### src/rtl/msp430_mailbox_pkg.sv
// Shared definitions for the MSP430 peripheral mailbox.
// Register map indices, CTRL/STATUS bit positions, sizing helper.
package msp430_mailbox_pkg;

  localparam logic [1:0] REG_CTRL   = 2'd0;
  localparam logic [1:0] REG_STATUS = 2'd1;
  localparam logic [1:0] REG_TXDATA = 2'd2;
  localparam logic [1:0] REG_RXDATA = 2'd3;

  localparam int CTRL_TX_EN = 0;
  localparam int CTRL_RX_IE = 1;
  localparam int CTRL_TX_IE = 2;
  localparam int CTRL_FLUSH = 3;

  localparam int ST_RX_NEMPTY = 0;
  localparam int ST_RX_FULL   = 1;
  localparam int ST_TX_EMPTY  = 2;
  localparam int ST_TX_FULL   = 3;
  localparam int ST_TX_OVF    = 4;
  localparam int ST_RX_UNF    = 5;
  localparam int ST_TXCNT_LSB = 8;
  localparam int ST_RXCNT_LSB = 12;

  // count must hold 0..depth inclusive
  function automatic int cnt_w(input int depth);
    return $clog2(depth + 1);
  endfunction

endpackage

### src/rtl/msp430_mailbox_fifo.sv
// Power-of-two word FIFO with head output and flush.
// Push when full and pop when empty are ignored.
module msp430_mailbox_fifo
  import msp430_mailbox_pkg::*;
#(
  parameter int DEPTH = 4,
  parameter int DW    = 16,
  localparam int PW   = $clog2(DEPTH),
  localparam int CW   = cnt_w(DEPTH)
) (
  input  logic          clk,
  input  logic          rst_n,
  input  logic          push,
  input  logic          pop,
  input  logic          flush,
  input  logic [DW-1:0] din,
  output logic [DW-1:0] dout,
  output logic          full,
  output logic          empty,
  output logic [CW-1:0] count
);

  logic [DW-1:0] mem_q [DEPTH];
  logic [PW-1:0] wp_q, rp_q;
  logic [CW-1:0] cnt_q, cnt_d;
  logic          push_ok, pop_ok;

  assign full    = (cnt_q == CW'(DEPTH));
  assign empty   = (cnt_q == '0);
  assign count   = cnt_q;
  assign dout    = mem_q[rp_q];
  assign push_ok = push & ~full;
  assign pop_ok  = pop & ~empty;

  always_comb begin
    cnt_d = cnt_q;
    if (flush)
      cnt_d = '0;
    else if (push_ok & ~pop_ok)
      cnt_d = cnt_q + CW'(1);
    else if (pop_ok & ~push_ok)
      cnt_d = cnt_q - CW'(1);
  end

  always_ff @(posedge clk or negedge rst_n) begin
    if (!rst_n) begin
      for (int i = 0; i < DEPTH; i++)
        mem_q[i] <= '0;
      wp_q  <= '0;
      rp_q  <= '0;
      cnt_q <= '0;
    end else begin
      cnt_q <= cnt_d;
      if (flush) begin
        wp_q <= '0;
        rp_q <= '0;
      end else begin
        if (push_ok) begin
          mem_q[wp_q] <= din;
          wp_q        <= wp_q + PW'(1);
        end
        if (pop_ok)
          rp_q <= rp_q + PW'(1);
      end
    end
  end

endmodule

### src/rtl/msp430_per_mailbox.sv
// MSP430 peripheral-bus word mailbox: CPU<->stream TX/RX FIFOs.
// Four word registers: CTRL, STATUS, TXDATA, RXDATA.
module msp430_per_mailbox
  import msp430_mailbox_pkg::*;
#(
  parameter logic [14:0] BASE_ADDR = 15'h0190,
  parameter int          DEPTH     = 4,
  parameter int          DW        = 16
) (
  input  logic        mclk,
  input  logic        reset_n,
  input  logic [13:0] per_addr,
  input  logic [15:0] per_din,
  input  logic [1:0]  per_we,
  input  logic        per_en,
  output logic [15:0] per_dout,
  output logic [15:0] tx_data,
  output logic        tx_valid,
  input  logic        tx_ready,
  input  logic [15:0] rx_data,
  input  logic        rx_valid,
  output logic        rx_ready,
  output logic        irq
);

  localparam int CW = cnt_w(DEPTH);

  logic          sel, wr, rd;
  logic [1:0]    idx;
  logic [2:0]    ctrl_q, ctrl_d;
  logic          ovf_q, ovf_d;
  logic          unf_q, unf_d;
  logic          irq_q;
  logic          flush;

  logic          tx_push, tx_pop, tx_full, tx_empty;
  logic [DW-1:0] tx_din, tx_head;
  logic [CW-1:0] tx_cnt;
  logic          rx_push, rx_pop, rx_full, rx_empty;
  logic [DW-1:0] rx_head;
  logic [CW-1:0] rx_cnt;
  logic [15:0]   status, rdata;

  assign sel = per_en & (per_addr[13:2] == BASE_ADDR[14:3]);
  assign idx = per_addr[1:0];
  assign wr  = sel & (|per_we);
  assign rd  = sel & ~(|per_we);

  assign flush = wr & (idx == REG_CTRL) & per_we[0]
               & per_din[CTRL_FLUSH];

  assign tx_push  = wr & (idx == REG_TXDATA);
  assign tx_din   = {per_we[1] ? per_din[15:8] : 8'h00,
                     per_we[0] ? per_din[7:0]  : 8'h00};
  assign tx_valid = ctrl_q[CTRL_TX_EN] & ~tx_empty;
  assign tx_pop   = tx_valid & tx_ready;
  assign tx_data  = tx_head;

  assign rx_ready = ~rx_full;
  assign rx_push  = rx_valid & rx_ready;
  assign rx_pop   = rd & (idx == REG_RXDATA);

  assign irq = irq_q;

  msp430_mailbox_fifo #(.DEPTH(DEPTH), .DW(DW)) u_tx (
    .clk   (mclk),
    .rst_n (reset_n),
    .push  (tx_push),
    .pop   (tx_pop),
    .flush (flush),
    .din   (tx_din),
    .dout  (tx_head),
    .full  (tx_full),
    .empty (tx_empty),
    .count (tx_cnt)
  );

  msp430_mailbox_fifo #(.DEPTH(DEPTH), .DW(DW)) u_rx (
    .clk   (mclk),
    .rst_n (reset_n),
    .push  (rx_push),
    .pop   (rx_pop),
    .flush (flush),
    .din   (rx_data),
    .dout  (rx_head),
    .full  (rx_full),
    .empty (rx_empty),
    .count (rx_cnt)
  );

  // a new overflow/underflow wins over a same-cycle clear
  always_comb begin
    ctrl_d = ctrl_q;
    ovf_d  = ovf_q;
    unf_d  = unf_q;
    if (wr && idx == REG_CTRL && per_we[0])
      ctrl_d = per_din[2:0];
    if (wr && idx == REG_STATUS && per_we[0]) begin
      if (per_din[ST_TX_OVF]) ovf_d = 1'b0;
      if (per_din[ST_RX_UNF]) unf_d = 1'b0;
    end
    if (tx_push & tx_full)  ovf_d = 1'b1;
    if (rx_pop & rx_empty)  unf_d = 1'b1;
  end

  always_comb begin
    status = '0;
    status[ST_RX_NEMPTY] = ~rx_empty;
    status[ST_RX_FULL]   = rx_full;
    status[ST_TX_EMPTY]  = tx_empty;
    status[ST_TX_FULL]   = tx_full;
    status[ST_TX_OVF]    = ovf_q;
    status[ST_RX_UNF]    = unf_q;
    status[ST_TXCNT_LSB +: 4] = 4'(tx_cnt);
    status[ST_RXCNT_LSB +: 4] = 4'(rx_cnt);
  end

  always_comb begin
    rdata = '0;
    unique case (1'b1)
      (idx == REG_CTRL):   rdata = {13'b0, ctrl_q};
      (idx == REG_STATUS): rdata = status;
      (idx == REG_TXDATA): rdata = '0;
      (idx == REG_RXDATA): rdata = rx_empty ? '0 : rx_head;
    endcase
    per_dout = rd ? rdata : '0;
  end

  always_ff @(posedge mclk or negedge reset_n) begin
    if (!reset_n) begin
      ctrl_q <= '0;
      ovf_q  <= 1'b0;
      unf_q  <= 1'b0;
      irq_q  <= 1'b0;
    end else begin
      ctrl_q <= ctrl_d;
      ovf_q  <= ovf_d;
      unf_q  <= unf_d;
      irq_q  <= (ctrl_q[CTRL_RX_IE] & ~rx_empty)
              | (ctrl_q[CTRL_TX_IE] & tx_empty);
    end
  end

endmodule

### config.mk
export PLATFORM = sky130hd
export DESIGN_NAME = msp430_per_mailbox
export DESIGN_NICKNAME = d
export VERILOG_FILES = /design/src/rtl/msp430_mailbox_pkg.sv /design/src/rtl/msp430_mailbox_fifo.sv /design/src/rtl/msp430_per_mailbox.sv
export SDC_FILE = /design/constraint.sdc
export NUM_CORES = 1
export LEC_CHECK = 0
export BUFFER_PORTS_ARGS = -buffer_cell sky130_fd_sc_hd__buf_2
export CORE_MARGIN = 3
export CORE_UTILIZATION = 63
export DETAILED_ROUTE_END_ITERATION = 16
export PLACE_DENSITY_LB_ADDON = 0.3
export SYNTH_ARGS = -nofsm -noshare
export SYNTH_HDL_FRONTEND = slang
export SYNTH_SLANG_ARGS = --single-unit
export TNS_END_PERCENT = 1
### constraint.sdc
create_clock -name mclk -period 4 [get_ports mclk]
set_clock_uncertainty 0.2 [all_clocks]
set_input_delay 0.8 -clock mclk [delete_from_list [all_inputs] [get_ports mclk]]
set_output_delay 0.8 -clock mclk [all_outputs]
set_load 0.01 [all_outputs]
==> results.yml, run 1 <==
yosys:
  synthArstFlopShare_pct: 100
  synth_top_area_cell: "dfrtp_1"
  synth_fp_nets: 557
  synth_area_mm2: 0.00730
  ys_top_cells_by_count: "dfrtp_1, mux2_2, mux2_4"
  ys_warn_count: 0
  synth_enable_flop_cells: 0
  synth_cell_types: 48
  syn_inst: 494
  ys_seq_area_share_pct: 50.8
  ys_ff_latch: 148
  synth_area_leaders: "dfrtp_1, mux2_2, mux4_2"
  syn_area_per_cell_um2: 14.8
  synth_top_area_share_pct: 50.8
  synth_flop_cell: "dfrtp_1"
  yosys.cell_count.top_type: "dfrtp_1"
floorplan:
  design.core.area_mm2: 0.0111
  io_pins: 88
  row_count: 38
  dieArea_mm2: 0.0129
  dieWidth_um: 114
  die_h_um: 114
  initial_core_util_pct: 65.9
detailed_routing:
  routedWlPerCell_um: 21.6
  routed_wl_um: 15800
  vias_per_cell: 6.25
  route.detailed.drc: 0
  via_count: 4584
  first_pass_iters: 5
  ant_nets: 0
  drtIter0Drc: 217
setup_path:
  critPathMaxFanout: 10
  reg2reg_depth: 7
  critPathLaunchType: "primary input"
  critPathCaptureType: "primary output"
  worstReg2RegEnd: "u_rx.count[2]"
  r2r_slack_ps: 1350
  critPathKind: "primary input to primary output"
  cp_data_required_time_ps: 3000
  worstPathArrival_ps: 2670
  reg2reg_from: "u_rx.count[1]"
clocking:
  clk_latency_ps: 410
  post-cts-setup-buffers: 0
  cts_buffer_depth: 2
  clk_pin_slew_ps: 60
  cts.htree.levels: 4
  cts_resized: 0
  cts_made_buffers: 17
  cts_root_buf: "clkbuf_16"
  cts.sinks: 148
  tritoncts: "yes"
  cts_hold_buf: 0
sta:
  slew_headroom_pct: 39.5
  fin_crit_sh_pct: 91.8
  tightest_slew_ps: 908
  finalHoldViolCount: 0
  setup_viol_count_final: 0
  setup_tns_ps: 0
  slew_violations: 0
  post-route-min-period_ps: 3670
  setup_slack_ps: 329
  max_freq_mhz: 272
  rsz0062_at_grt: "no"
grt:
  overflow: 0
  grt_usage_pct: 26.6
  grt_pass1_wl_um: 26100
  grt_pass1_vias: 4952
  grt_max_degree: 68
  antenna_found_initial: 0
status:
  status: "complete, no violations"
placement:
  numPortBuffers: 87
  dp_slack_ps: 377
  dp_hpwl_um: 10700
  finalWeightedCongestion: 0.820
run:
  max-cap-violations: 0
power:
  vdd_drop_max_v: 0.000583
  total_leakage_power_nw: 4.14
  p_per_area_mw_per_mm2: 548
finish:
  nets: 645
  area_growth_pct: 16.1
  drive_gt1_share_pct: 51.0
  antenna_cells: 0
hold_path:
  hold_class: "primary input to async pin"
[how the worst max path moves through the flow]
stage	slack [ps]	cells past startpoint	from	end
2_1_floorplan	770	6	per_addr[10]	per_dout[10]
3_5_place_dp	380	6	per_addr[2]	per_dout[9]
5_1_grt	180	6	per_addr[2]	per_dout[8]
3_3_place_gp	470	6	per_addr[2]	per_dout[5]
4_1_cts	370	6	per_addr[2]	per_dout[9]
6_report	330	6	per_we[1]	per_dout[9]
[critical path: stages]
cell and delay [ps]:
buf_2 170, nor4bb_1 410, and4_1 490, and3_1 450, a22o_1 220, buf_2 130
[per-stage QoR]
step | power (mW) | hold WS [ps] | util (%) | cells | cell area (um2)
2_1_floorplan | 2.71 | 248 | - | 494 | 7300
3_3_place_gp | 2.91 | 282 | 70.7 | 703 | 7830
6_report | 4.64 | 171 | 76.4 | 734 | 8470
5_1_grt | 4.86 | 193 | 76.4 | 734 | 8470
4_1_cts | 4.67 | 193 | 76.4 | 734 | 8470
3_5_place_dp | 2.97 | 288 | 70.7 | 703 | 7830
[flip-flops by register name (all words and copies together) (netlist names), 2 cells and up]
register / cells
ctrl_q: 3
u_rx.count: 3
u_rx.mem_q: 64
u_rx.rp_q: 2
u_rx.wp_q: 2
u_tx.count: 3
u_tx.mem_q: 64
u_tx.rp_q: 2
u_tx.wp_q: 2
[final cells by class]
type	count	area, um2
Clock buffer	22	484
Tap cell	140	175
Clock inverter	9	150
Multi-Input combinational cell	312	3420
Fill cell	678	2610
Timing Repair Buffer	95	502
Inverter	8	30.0
Sequential cell	148	3700
[cells in the final DEF (no fill, tap or decap), drive strengths merged, types with 4 or more instances in the layout]
cell / count
clkbuf: 22
a21oi: 5
nand2: 16
buf: 95
and3: 8
dfrtp: 148
and2: 21
nand3: 16
bufinv: 4
o21ai: 6
mux2: 131
nand4: 5
mux4: 32
a22o: 8
nor2: 13
inv: 8
nor3: 8
ha: 8
[cell families after synthesis]
group | count (synthesis) | synth area share, %
XOR/XNOR | 6 | 0.909
buffers and inverters | 34 | 2.32
AND/OR/NAND/NOR | 103 | 8.99
multiplexers | 163 | 32.2
adder cells (fa/ha/maj) | 10 | 1.92
flip-flops | 148 | 50.8
AO/OA/AOI/OAI | 30 | 2.95
[power by group]
| part | internal [mW] | switching (mW) |
|---|---|---|
| Combinational | 0.530 | 0.365 |
| Sequential | 1.86 | 0.198 |
| Clock | 1.10 | 0.588 |
[routing by layer]
layer / share of wire (%) / vias to the layer above / track usage (%)
li1: - / 2008 / -
met1: 41 / 2373 / 33.6
met4: 2.6 / 0 / 12.6
met3: 6.1 / 28 / 6.95
met2: 50 / 175 / 43.1
met5: 0 / - / 0
(Power assumes the default switching activity.)
==> run 2, diff against run 1 <==
--- a/config.mk
+++ b/config.mk
@@ -7,7 +7,7 @@
 export LEC_CHECK = 0
 export BUFFER_PORTS_ARGS = -buffer_cell sky130_fd_sc_hd__buf_2
 export CORE_MARGIN = 3
-export CORE_UTILIZATION = 63
+export CORE_UTILIZATION = 62
 export DETAILED_ROUTE_END_ITERATION = 16
 export PLACE_DENSITY_LB_ADDON = 0.3
 export SYNTH_ARGS = -nofsm -noshare
==> run 2 against run 1 <==
Clock-buffer cell count fell by 2. Global-route usage down 1.0 points. Critical path depth is 1 higher. Cell count shrank 0.14%. Fmax grew 8.5%. Via count is 1.6% lower. Critical endpoint is now per_dout[14]. Largest cell class unchanged. Highest routed layer unchanged.
==> results.yml, run 2 (synthesis results as in run 1) <==
finish:
  top_regs: "u_rx.mem_q x64, u_tx.mem_q x64"
  antenna_cells: 0
  fin_util_pct: 75.9
  drive_gt1_share_pct: 51.1
  nets: 644
  final_common_cell: "dfrtp_1"
  area_growth_pct: 16.2
  final_cell_mix: "dfrtp_1, mux2_2, buf_2"
  fin_cells: 733
grt:
  antenna_found_initial: 0
  overflow: 0
  grt_pass1_wl_um: 25300
  grt_max_degree: 81
  grt_usage_pct: 25.5
  grt_pass1_vias: 4938
clocking:
  clk_latency_ps: 410
  tritoncts: "yes"
  cts_root_buf: "clkbuf_16"
  clk_pin_slew_ps: 60
  cts_buffer_depth: 2
  cts_resized: 0
  cts_hold_buf: 0
  cts.htree.levels: 4
  cts_made_buffers: 17
  post-cts-setup-buffers: 0
  cts.sinks: 148
detailed_routing:
  route.detailed.drc: 0
  vias_per_cell: 6.15
  first_pass_iters: 4
  ant_nets: 0
  routed_wl_um: 15700
  drtIter0Drc: 317
  via_count: 4510
  routedWlPerCell_um: 21.4
placement:
  finalWeightedCongestion: 0.867
  dp_cells: 702
  numPortBuffers: 87
  dp_hpwl_um: 10400
floorplan:
  dieArea_mm2: 0.0131
  dieWidth_um: 114
  design.core.area_mm2: 0.0112
  die_h_um: 114
  io_pins: 88
  initial_core_util_pct: 65.3
  row_count: 38
setup_path:
  crit_buf_inv: 3
  worstPathArrival_ps: 2380
  path_common_cell: "buf_2"
  critPathMaxFanout: 9
  crit_chain: "buf_2, nor4b_2, nand4_1, nor2_1, buf_4, a22o_1, buf_2"
  critPathKind: "primary input to primary output"
  critPathCaptureType: "primary output"
  reg2reg_from: "u_rx.count[1]"
  startpoint: "per_addr[2]"
  critPathSlowestCell: "nor4b_2"
  max_stage_delay_ps: 450
  critPathLaunchType: "primary input"
  cp_data_required_time_ps: 3000
  path_delay_family: "simple AND/OR/NAND/NOR gates"
sta:
  finalHoldViolCount: 0
  setup_tns_ps: 0
  post-route-min-period_ps: 3380
  fin_crit_sh_pct: 84.6
  tightest_slew_ps: 858
  rsz0062_at_grt: "no"
  slew_headroom_pct: 42.8
  max_freq_mhz: 296
  setup_viol_count_final: 0
  slew_violations: 0
hold_path:
  hold_class: "primary input to async pin"
power:
  p_per_area_mw_per_mm2: 551
  vdd_drop_max_v: 0.000422
  total_leakage_power_nw: 4.14
run:
  max-cap-violations: 0
status:
  status: "complete, no violations"
## run 2: final timing paths
| path | end | slack, ps | cells past startpoint |
|---|---|---|---|
| worst max-delay path | per_dout[14] | 620 | 7 |
| worst max register to register | u_rx.count[1] | 1340 | 5 |
| worst min-delay path | u_tx.mem_q[43] | 210 | 1 |
| worst min register to register | u_rx.mem_q[14] | 300 | 1 |
| min in group mclk | u_rx.mem_q[14] | 300 | 1 |
| max in group asynchronous | u_rx.count[0] | 2590 | 2 |
## run 2: power breakdown
part / internal (mW) / switching (mW) / leakage (nW) / total [mW]
clock network: 1.09 / 0.608 / 0.309 / 1.70
registers: 1.86 / 0.196 / 1.92 / 2.05
logic: 0.533 / 0.381 / 1.91 / 0.914
total: 3.49 / 1.19 / 4.14 / 4.67
## run 2: through the flow
stage	hold slack, ps	setup WS, ps	power (mW)	instance area [um2]
final	206	616	4.67	8480
after global routing	255	474	4.88	8480
after CTS	241	641	4.70	8480
after detailed placement	288	639	2.98	7840
after global placement	281	698	2.90	7840
after floorplan	248	767	2.71	7300
## run 2: cell type report
type                    instances  area (um2)
fillers                       675        2690
flip-flops and latches        148        3700
clock inverters                11         175
clock buffers                  20         467
well taps                     140         175
multi-input cells             312        3420
repair buffers                 94         507
inverters                       8        30.0
## run 2: layer usage
metal  track usage (%)  share of wire, %
met1              30.6                40
met2              44.9                53
met3              6.71               5.0
met4              8.31               1.9
met5                 0                 0
## run 2: worst reg2reg max path, stage by stage (launching register included)
cell and delay [ps]:
dfrtp_1 430, or3_1 530, and3_1 320, a21oi_1 380, fa_1 500, a211oi_1 210
